--- config.mk ---
export PLATFORM = sky130hd
export DESIGN_NAME = spi_reg_bank
export DESIGN_NICKNAME = d
export VERILOG_FILES = /design/src/rtl/spi_reg_bank.sv
export SDC_FILE = /design/constraint.sdc
export NUM_CORES = 1
export LEC_CHECK = 0
export ABC_CLOCK_PERIOD_IN_PS = 3700
export CORE_ASPECT_RATIO = 1.4
export CORE_MARGIN = 2
export CORE_UTILIZATION = 50
export DETAILED_ROUTE_END_ITERATION = 10
export PLACE_DENSITY = 0.71
export SLEW_MARGIN = 5
export SYNTH_ARGS = -nofsm -noshare
export SYNTH_HDL_FRONTEND = slang
export SYNTH_SLANG_ARGS = --single-unit
--- constraint.sdc ---
create_clock -name clk -period 3.7 [get_ports clk]
set_input_delay 0.74 -clock clk [delete_from_list [all_inputs] [get_ports clk]]
set_output_delay 0.74 -clock clk [all_outputs]
set_load 0.02 [all_outputs]
--- src/rtl/spi_reg_bank.sv ---
// spi_reg_bank: parametrised SPI-slave register bank (mode 0, MSB first).
//
// A command byte {write_flag, start_addr[6:0]} opens each frame. Data words
// of REG_WIDTH bits follow. The address auto-increments after every word and
// wraps to 0 after NUM_REGS-1.
//
// Ports:
//   clk        system clock
//   reset_n    synchronous active-low reset
//   spi_sclk   SPI clock, asynchronous to clk (at most clk/4)
//   spi_mosi   SPI data in
//   spi_cs     chip select, active low
//   spi_miso   SPI data out, updated on SCLK falling edges
//   regs       flat register contents, register i at [i*REG_WIDTH +: REG_WIDTH]
//   wr_strobe  one-cycle pulse after a register is committed
//   wr_addr    address of the committed register, valid with wr_strobe
//   busy       high while synchronized chip select is low
//
// Build option: define SPI_REG_BANK_READBACK_EN to drive register data on
// spi_miso during read commands. Without it, no tx shifter is built and
// spi_miso is tied low.
//
// state   | meaning
// ST_CMD  | shifting in the 8-bit command byte
// ST_DATA | shifting data words, auto-incrementing addr per word

module spi_reg_bank #(
  parameter int NUM_REGS = 8,
  parameter int REG_WIDTH = 8,
  parameter logic [NUM_REGS*REG_WIDTH-1:0] RESET_VALUES = '0,
  parameter int SYNC_STAGES = 2
) (
  input  logic                          clk,
  input  logic                          reset_n,
  input  logic                          spi_sclk,
  input  logic                          spi_mosi,
  input  logic                          spi_cs,
  output logic                          spi_miso,
  output logic [NUM_REGS*REG_WIDTH-1:0] regs,
  output logic                          wr_strobe,
  output logic [6:0]                    wr_addr,
  output logic                          busy
);

  typedef enum logic {ST_CMD, ST_DATA} state_t;

  localparam int CNT_W = 6;
  localparam logic [CNT_W-1:0] CMD_LAST = CNT_W'(7);
  localparam logic [CNT_W-1:0] WORD_LAST = CNT_W'(REG_WIDTH - 1);
  localparam logic [6:0] ADDR_LAST = 7'(NUM_REGS - 1);

  logic [SYNC_STAGES-1:0]        sclk_sync, mosi_sync, cs_sync;
  logic                          sclk_d;
  logic                          sclk_s, mosi_s, cs_s;
  logic                          sclk_rise, sclk_fall;
  state_t                        state;
  logic [CNT_W-1:0]              bit_cnt;
  logic [7:0]                    cmd;
  logic [7:0]                    cmd_next;
  logic [REG_WIDTH-1:0]          rx;
  logic [REG_WIDTH-1:0]          rx_next;
  logic [6:0]                    addr;
  logic [6:0]                    addr_inc;
  logic                          addr_in_range;
  logic                          wr_mode;
  logic [NUM_REGS*REG_WIDTH-1:0] regs_q;

  assign sclk_s = sclk_sync[SYNC_STAGES-1];
  assign mosi_s = mosi_sync[SYNC_STAGES-1];
  assign cs_s   = cs_sync[SYNC_STAGES-1];

  // Edges are only meaningful inside a frame.
  assign sclk_rise = sclk_s & ~sclk_d & ~cs_s;
  assign sclk_fall = ~sclk_s & sclk_d & ~cs_s;

  assign cmd_next      = {cmd[6:0], mosi_s};
  // Word including the bit sampled on this edge, so the commit is complete.
  assign rx_next       = REG_WIDTH'({rx, mosi_s});
  assign addr_inc      = (addr == ADDR_LAST) ? 7'd0 : addr + 7'd1;
  assign addr_in_range = int'(addr) < NUM_REGS;

  assign regs = regs_q;
  assign busy = ~cs_s;

`ifdef SPI_REG_BANK_READBACK_EN
  logic [REG_WIDTH-1:0] tx;
  logic [REG_WIDTH-1:0] tx_cmd;
  logic [REG_WIDTH-1:0] tx_inc;
  logic                 miso_q;

  function automatic logic [REG_WIDTH-1:0] read_word(input logic [6:0] a);
    if (int'(a) < NUM_REGS) return regs_q[int'(a)*REG_WIDTH +: REG_WIDTH];
    return '0;
  endfunction

  assign tx_cmd   = read_word(cmd_next[6:0]);
  assign tx_inc   = read_word(addr_inc);
  assign spi_miso = miso_q;
`else
  assign spi_miso = 1'b0;
`endif

  always_ff @(posedge clk) begin
    if (!reset_n) begin
      sclk_sync <= '0;
      mosi_sync <= '0;
      cs_sync   <= '1;
      sclk_d    <= 1'b0;
      state     <= ST_CMD;
      bit_cnt   <= '0;
      cmd       <= '0;
      rx        <= '0;
      addr      <= '0;
      wr_mode   <= 1'b0;
      regs_q    <= RESET_VALUES;
      wr_strobe <= 1'b0;
      wr_addr   <= '0;
`ifdef SPI_REG_BANK_READBACK_EN
      tx        <= '0;
      miso_q    <= 1'b0;
`endif
    end else begin
      sclk_sync <= {sclk_sync[SYNC_STAGES-2:0], spi_sclk};
      mosi_sync <= {mosi_sync[SYNC_STAGES-2:0], spi_mosi};
      cs_sync   <= {cs_sync[SYNC_STAGES-2:0], spi_cs};
      sclk_d    <= sclk_s;
      wr_strobe <= 1'b0;

      // A high cs outranks any coincident edge, so a final bit arriving
      // together with cs rising never commits.
      if (cs_s) begin
        state   <= ST_CMD;
        bit_cnt <= '0;
      end else if (sclk_rise) begin
        case (state)
          ST_CMD: begin
            cmd <= cmd_next;
            if (bit_cnt == CMD_LAST) begin
              addr    <= cmd_next[6:0];
              wr_mode <= cmd_next[7];
              bit_cnt <= '0;
              state   <= ST_DATA;
`ifdef SPI_REG_BANK_READBACK_EN
              tx      <= tx_cmd;
`endif
            end else begin
              bit_cnt <= bit_cnt + 1'b1;
            end
          end
          ST_DATA: begin
            rx <= rx_next;
            if (bit_cnt == WORD_LAST) begin
              if (wr_mode && addr_in_range) begin
                regs_q[int'(addr)*REG_WIDTH +: REG_WIDTH] <= rx_next;
                wr_strobe <= 1'b1;
                wr_addr   <= addr;
              end
              addr    <= addr_inc;
              bit_cnt <= '0;
`ifdef SPI_REG_BANK_READBACK_EN
              tx      <= tx_inc;
`endif
            end else begin
              bit_cnt <= bit_cnt + 1'b1;
            end
          end
          default: state <= ST_CMD;
        endcase
      end
`ifdef SPI_REG_BANK_READBACK_EN
      else if (sclk_fall && state == ST_DATA) begin
        miso_q <= tx[REG_WIDTH-1];
        tx     <= REG_WIDTH'({tx, 1'b0});
      end
`endif
    end
  end

endmodule
Word-level counts from Yosys, hierarchy flattened
Cells that the tools add are included.

Add/subtract/negate cells: 3. Magnitude comparators: 1. Equal/unequal tests: 4. Shifts and indexed selects: 2. Mux-type cells: 9. Bitwise gates (word level): 8. Reduce and logical (&&, ||, !) cells: 8.

Operator list (number): $bwmux W64 (1); $shift A8 B33 Y64 const A (1); $shiftx A8 B33 Y64 (1); $neg A10 Y33 (1); $mux W7 (3); $pmux W7 S2 (1); $reduce_and A4 Y1 (2); $add A7 B1 Y7 const B (1); $eq A7 B3 Y1 const B (1); $lt A7 B4 Y1 const B (1); $add A6 B1 Y6 const B (1); $eq A6 B3 Y1 const B (1); $mux W6 (1); $not A1 Y1 (6); $reduce_and A3 Y1 (2); $reduce_and A5 Y1 (1); $reduce_or A5 Y1 (1); $mux W1 (3); $and A1 B1 Y1 (2); $ne A2 B1 Y1 const B (1); $ne A2 B2 Y1 const B (1); $reduce_or A2 Y1 (1); $logic_and A1 B1 Y1 (1).

Register bits after elaboration: 108. Input bits: 5. Output and inout bits: 74. Word-level logic and storage cells: 48.

Longest topological paths before layout
Word-level depth: 5. Gate-level depth with buffers: 14. Depth with buffers taken out: 11.

Worst setup path before layout
Ideal clock, no wire load.

Path type: register to register. Start: register addr[0]. End: register regs_q[61] (netlist: regs[61]). Library setup time: 0.115 ns. Data arrival time: 2.636 ns. Data required time: 3.585 ns. Slack: 0.949 ns. Stages on the path, launching flop included: 15. Path buffers: 3. Clock period less this slack: 2.751 ns. Cells stage by stage: dfxtp_1 -> buf_2 -> inv_2 -> ha_1 -> buf_6 -> nor2b_1 -> and2_1 -> ha_1 -> inv_1 -> a2111o_1 -> a21boi_4 -> o2111ai_4 -> buf_6 -> nand3_2 -> o21ai_2.

Longest elaborated chain between the ends: 3. Elaborated cells between the ends (all ways): 7. Classes of those cells: add/sub: 1; order compare: 1; shift: 2; mux: 1; reduce/logical: 2.

RTL lines: start: declaration (line 62) `logic [6:0] addr;`; start signal: assignment (line 139) `addr <= cmd_next[6:0];`; start signal: assignment (line 158) `addr <= addr_inc;`; $neg A10 Y33 / $lt A7 B4 Y1 (equally long branches) (line 154, 80); $shiftx A8 B33 Y64, or another cell as far along (line 154) `regs_q[int'(addr)*REG_WIDTH +: REG_WIDTH] <= rx_next;`; $bwmux W64 / $reduce_and A5 Y1 (equally long branches); end signal: indexed assignment (line 154); end: declaration (line 66) `logic [NUM_REGS*REG_WIDTH-1:0] regs_q;`.

Several ways; a longest one is shown, not always the timed one. A chain may end at the register's enable or synchronous reset.

Final worst setup path
Start: register addr[0]. End: register regs_q[56] (netlist: regs[56]).

The elaborated chain is that of the path after synthesis.

==> impl_metrics.json <==
{
  "place_hpwl_um": 7770,
  "wl_per_cell_um": 15.8,
  "timing.hold.ws_ns": 0.413,
  "netlist_instances": 529,
  "gr-usage-all-layers": 0.220,
  "die_x_um": 87.4,
  "finalCritPeriodShare": 0.860,
  "dpl_cell_area_um2": 5620,
  "drive_gt1_frac": 0.0966,
  "finClkSkew_ns": 0.00812,
  "portBuffers": 77,
  "gp_congestion": 0.892,
  "fp.dieH_um": 121,
  "clk_latency_ns": 0.35,
  "setup_viol": 0,
  "arrival_ns": 3.41,
  "post-route-min-period_ns": 3.18,
  "start_util": 0.515,
  "vias": 3740,
  "hold_violations": 0,
  "clk_pin_slew_ns": 0.07,
  "cts-resized-gates": 0,
  "drtIter0Drc": 109,
  "antenna_left": 0,
  "critPathMaxFanout": 16,
  "htreeDepth": 3,
  "cts_root_buf": "clkbuf_16",
  "clock-sinks": 108,
  "most-common-layout-cells": "dfxtp_1, nand2_1, clkdlybuf4s50_1, nor2b_1, mux2i_1",
  "worst_pin_slew_ns": 0.883,
  "crit_type": "flip-flop to flip-flop",
  "drv_slew": 0,
  "die-area_um2": 10600,
  "placedCellCount": 684,
  "numCtsBuffers": 9,
  "yosysSeqAreaShare": 0.444,
  "grt_pass1_wl_um": 18000,
  "fill_cells": 802,
  "slew-limit-headroom": 0.408,
  "pwr_density_cell_nw_per_um2": 357,
  "p_leak_nw": 2.14,
  "grt_pass1_vias": 3587,
  "viasPerCell": 5.34,
  "fin_util": 0.623,
  "rows": 42,
  "syn_nets": 538,
  "outcome": "complete, no violations",
  "globalRouteOverflowTotal": 0,
  "cts_buffer_depth": 2,
  "core_um2": 9460,
  "yosysWarningCount": 0,
  "firstDrtPassIters": 4,
  "nets": 594,
  "avgSynthCellArea_um2": 9.21,
  "tritoncts": "built",
  "worstSetupStartpointType": "flip-flop",
  "final.setup.tns_ns": 0,
  "rsz0062_at_grt": "false",
  "ys_ff_latch": 108,
  "ir_worst_vdd_uv": 222,
  "critPathCaptureType": "flip-flop",
  "min-delay-path-class": "flip-flop to flip-flop",
  "worstPathRequired_ns": 3.93,
  "drv_cap": 0,
  "finalNonFillerCells": 700,
  "io_pins": 79,
  "finalWorstSetupSlack_ns": 0.517,
  "mostFrequentLayoutCell": "dfxtp_1",
  "finalWirelength_um": 11100,
  "area_growth_pct": 21.0,
  "netlist-cell-type-count": 58,
  "final_area_um2": 5890,
  "drcViolationCount": 0,
  "antenna_found_initial": 0,
  "ctsHoldBuffers": 0,
  "p_total_mw": 2.11,
  "timing.fmax_mhz": 314,
  "post-place-ws_ns": 0.522,
  "antennaDiodeCount": 0,
  "syn-cell-area_um2": 4870,
  "grt_max_degree": 49,
  "post_cts_buffers": 0
}
==> registers in the layout, summed over array words and instances, names as in the netlist <==
signal	count
regs	64
addr	7
cmd	7
rx	7
wr_addr	7
bit_cnt	6
cs_sync	2
mosi_sync	2
sclk_sync	2
sclk_d	1
state	1
wr_mode	1
wr_strobe	1
==> cell type report <==
class	instances	area [um2]	share of cell area
Clock buffer	10	229	0.0389
Clock inverter	6	47.5	0.00807
Inverter	10	37.5	0.00637
Multi-Input combinational cell	373	2470	0.419
Sequential cell	108	2160	0.367
Tap cell	110	138	0.0234
Timing Repair Buffer	83	811	0.138
==> synth_stat cells (all sizes together) <==
master / number / area share
or4b: 1 / 0.0021
conb: 1 / 0.00077
nor3: 6 / 0.0062
a2111o: 1 / 0.0023
and3: 8 / 0.010
nor3b: 5 / 0.012
and4bb: 1 / 0.0026
o21bai: 1 / 0.0015
a21oi: 7 / 0.0072
inv: 10 / 0.0077
and4b: 1 / 0.0021
xor2: 3 / 0.0054
or4: 1 / 0.0023
nor2: 18 / 0.014
xnor2: 3 / 0.0069
a31oi: 2 / 0.0026
a21boi: 29 / 0.047
a21o: 1 / 0.0015
nand2b: 4 / 0.0051
and2: 23 / 0.030
o22ai: 2 / 0.0026
a211oi: 2 / 0.0031
mux2i: 36 / 0.074
or3: 1 / 0.0013
clkbuf: 22 / 0.017
o221ai: 1 / 0.0018
nand3: 30 / 0.037
ha: 4 / 0.010
nand2: 89 / 0.069
and4: 4 / 0.0072
o32ai: 3 / 0.0069
o2111ai: 3 / 0.016
nor2b: 42 / 0.054
dfxtp: 108 / 0.44
nand4: 4 / 0.0051
or2: 1 / 0.0013
nand4b: 1 / 0.0018
buf: 16 / 0.025
and3b: 1 / 0.0018
o21ai: 28 / 0.041
o211a: 1 / 0.0021
nor4: 1 / 0.0044
o21a: 3 / 0.0046
==> kinds of logic (layout without fill, tap and decap cells) <==
group / after synthesis / in the layout / synth area share
simple gates: 242 / 242 / 0.269
buf+inv: 48 / 109 / 0.0496
xor+xnor: 6 / 6 / 0.0123
fa+ha+maj: 4 / 4 / 0.0103
mux: 36 / 36 / 0.0740
other cells: 1 / 1 / 0.000770
compound gates: 84 / 84 / 0.140
flops: 108 / 108 / 0.444
==> power by group <==
| part | total, mW | internal (mW) | switching [mW] |
|---|---|---|---|
| clock | 0.899 | 0.463 | 0.436 |
| sequential | 1.17 | 1.16 | 0.00292 |
| combinational | 0.0386 | 0.0168 | 0.0217 |
| total | 2.11 | 1.64 | 0.461 |
==> critical path, stage by stage (launching register included) <==
cell and delay (ns):
dfxtp_1 0.56, inv_2 0.17, ha_1 0.35, nor2b_1 0.22
and2_1 0.15, ha_1 0.28, inv_1 0.05, a2111o_1 0.35
a21boi_4 0.27, o2111ai_4 0.37, nand3_1 0.23, o21ai_2 0.07
==> final timing paths <==
kind / startpoint / end / slack [ns] / cells past startpoint
setup / recovery: addr[0] / regs[56] / 0.52 / 11
hold reg to reg: cs_sync[0] / cs_sync[1] / 0.41 / 1
setup reg to reg: addr[0] / regs[56] / 0.52 / 11
hold / removal: cs_sync[0] / cs_sync[1] / 0.41 / 1
==> layer usage <==
layer,vias up,track usage,routed length (um)
met5,-,0,0
met4,0,0.113,291
met3,18,0.0280,374
met2,84,0.368,5570
met1,1733,0.271,4820
li1,1905,-,-
(Power assumes the default switching activity.)
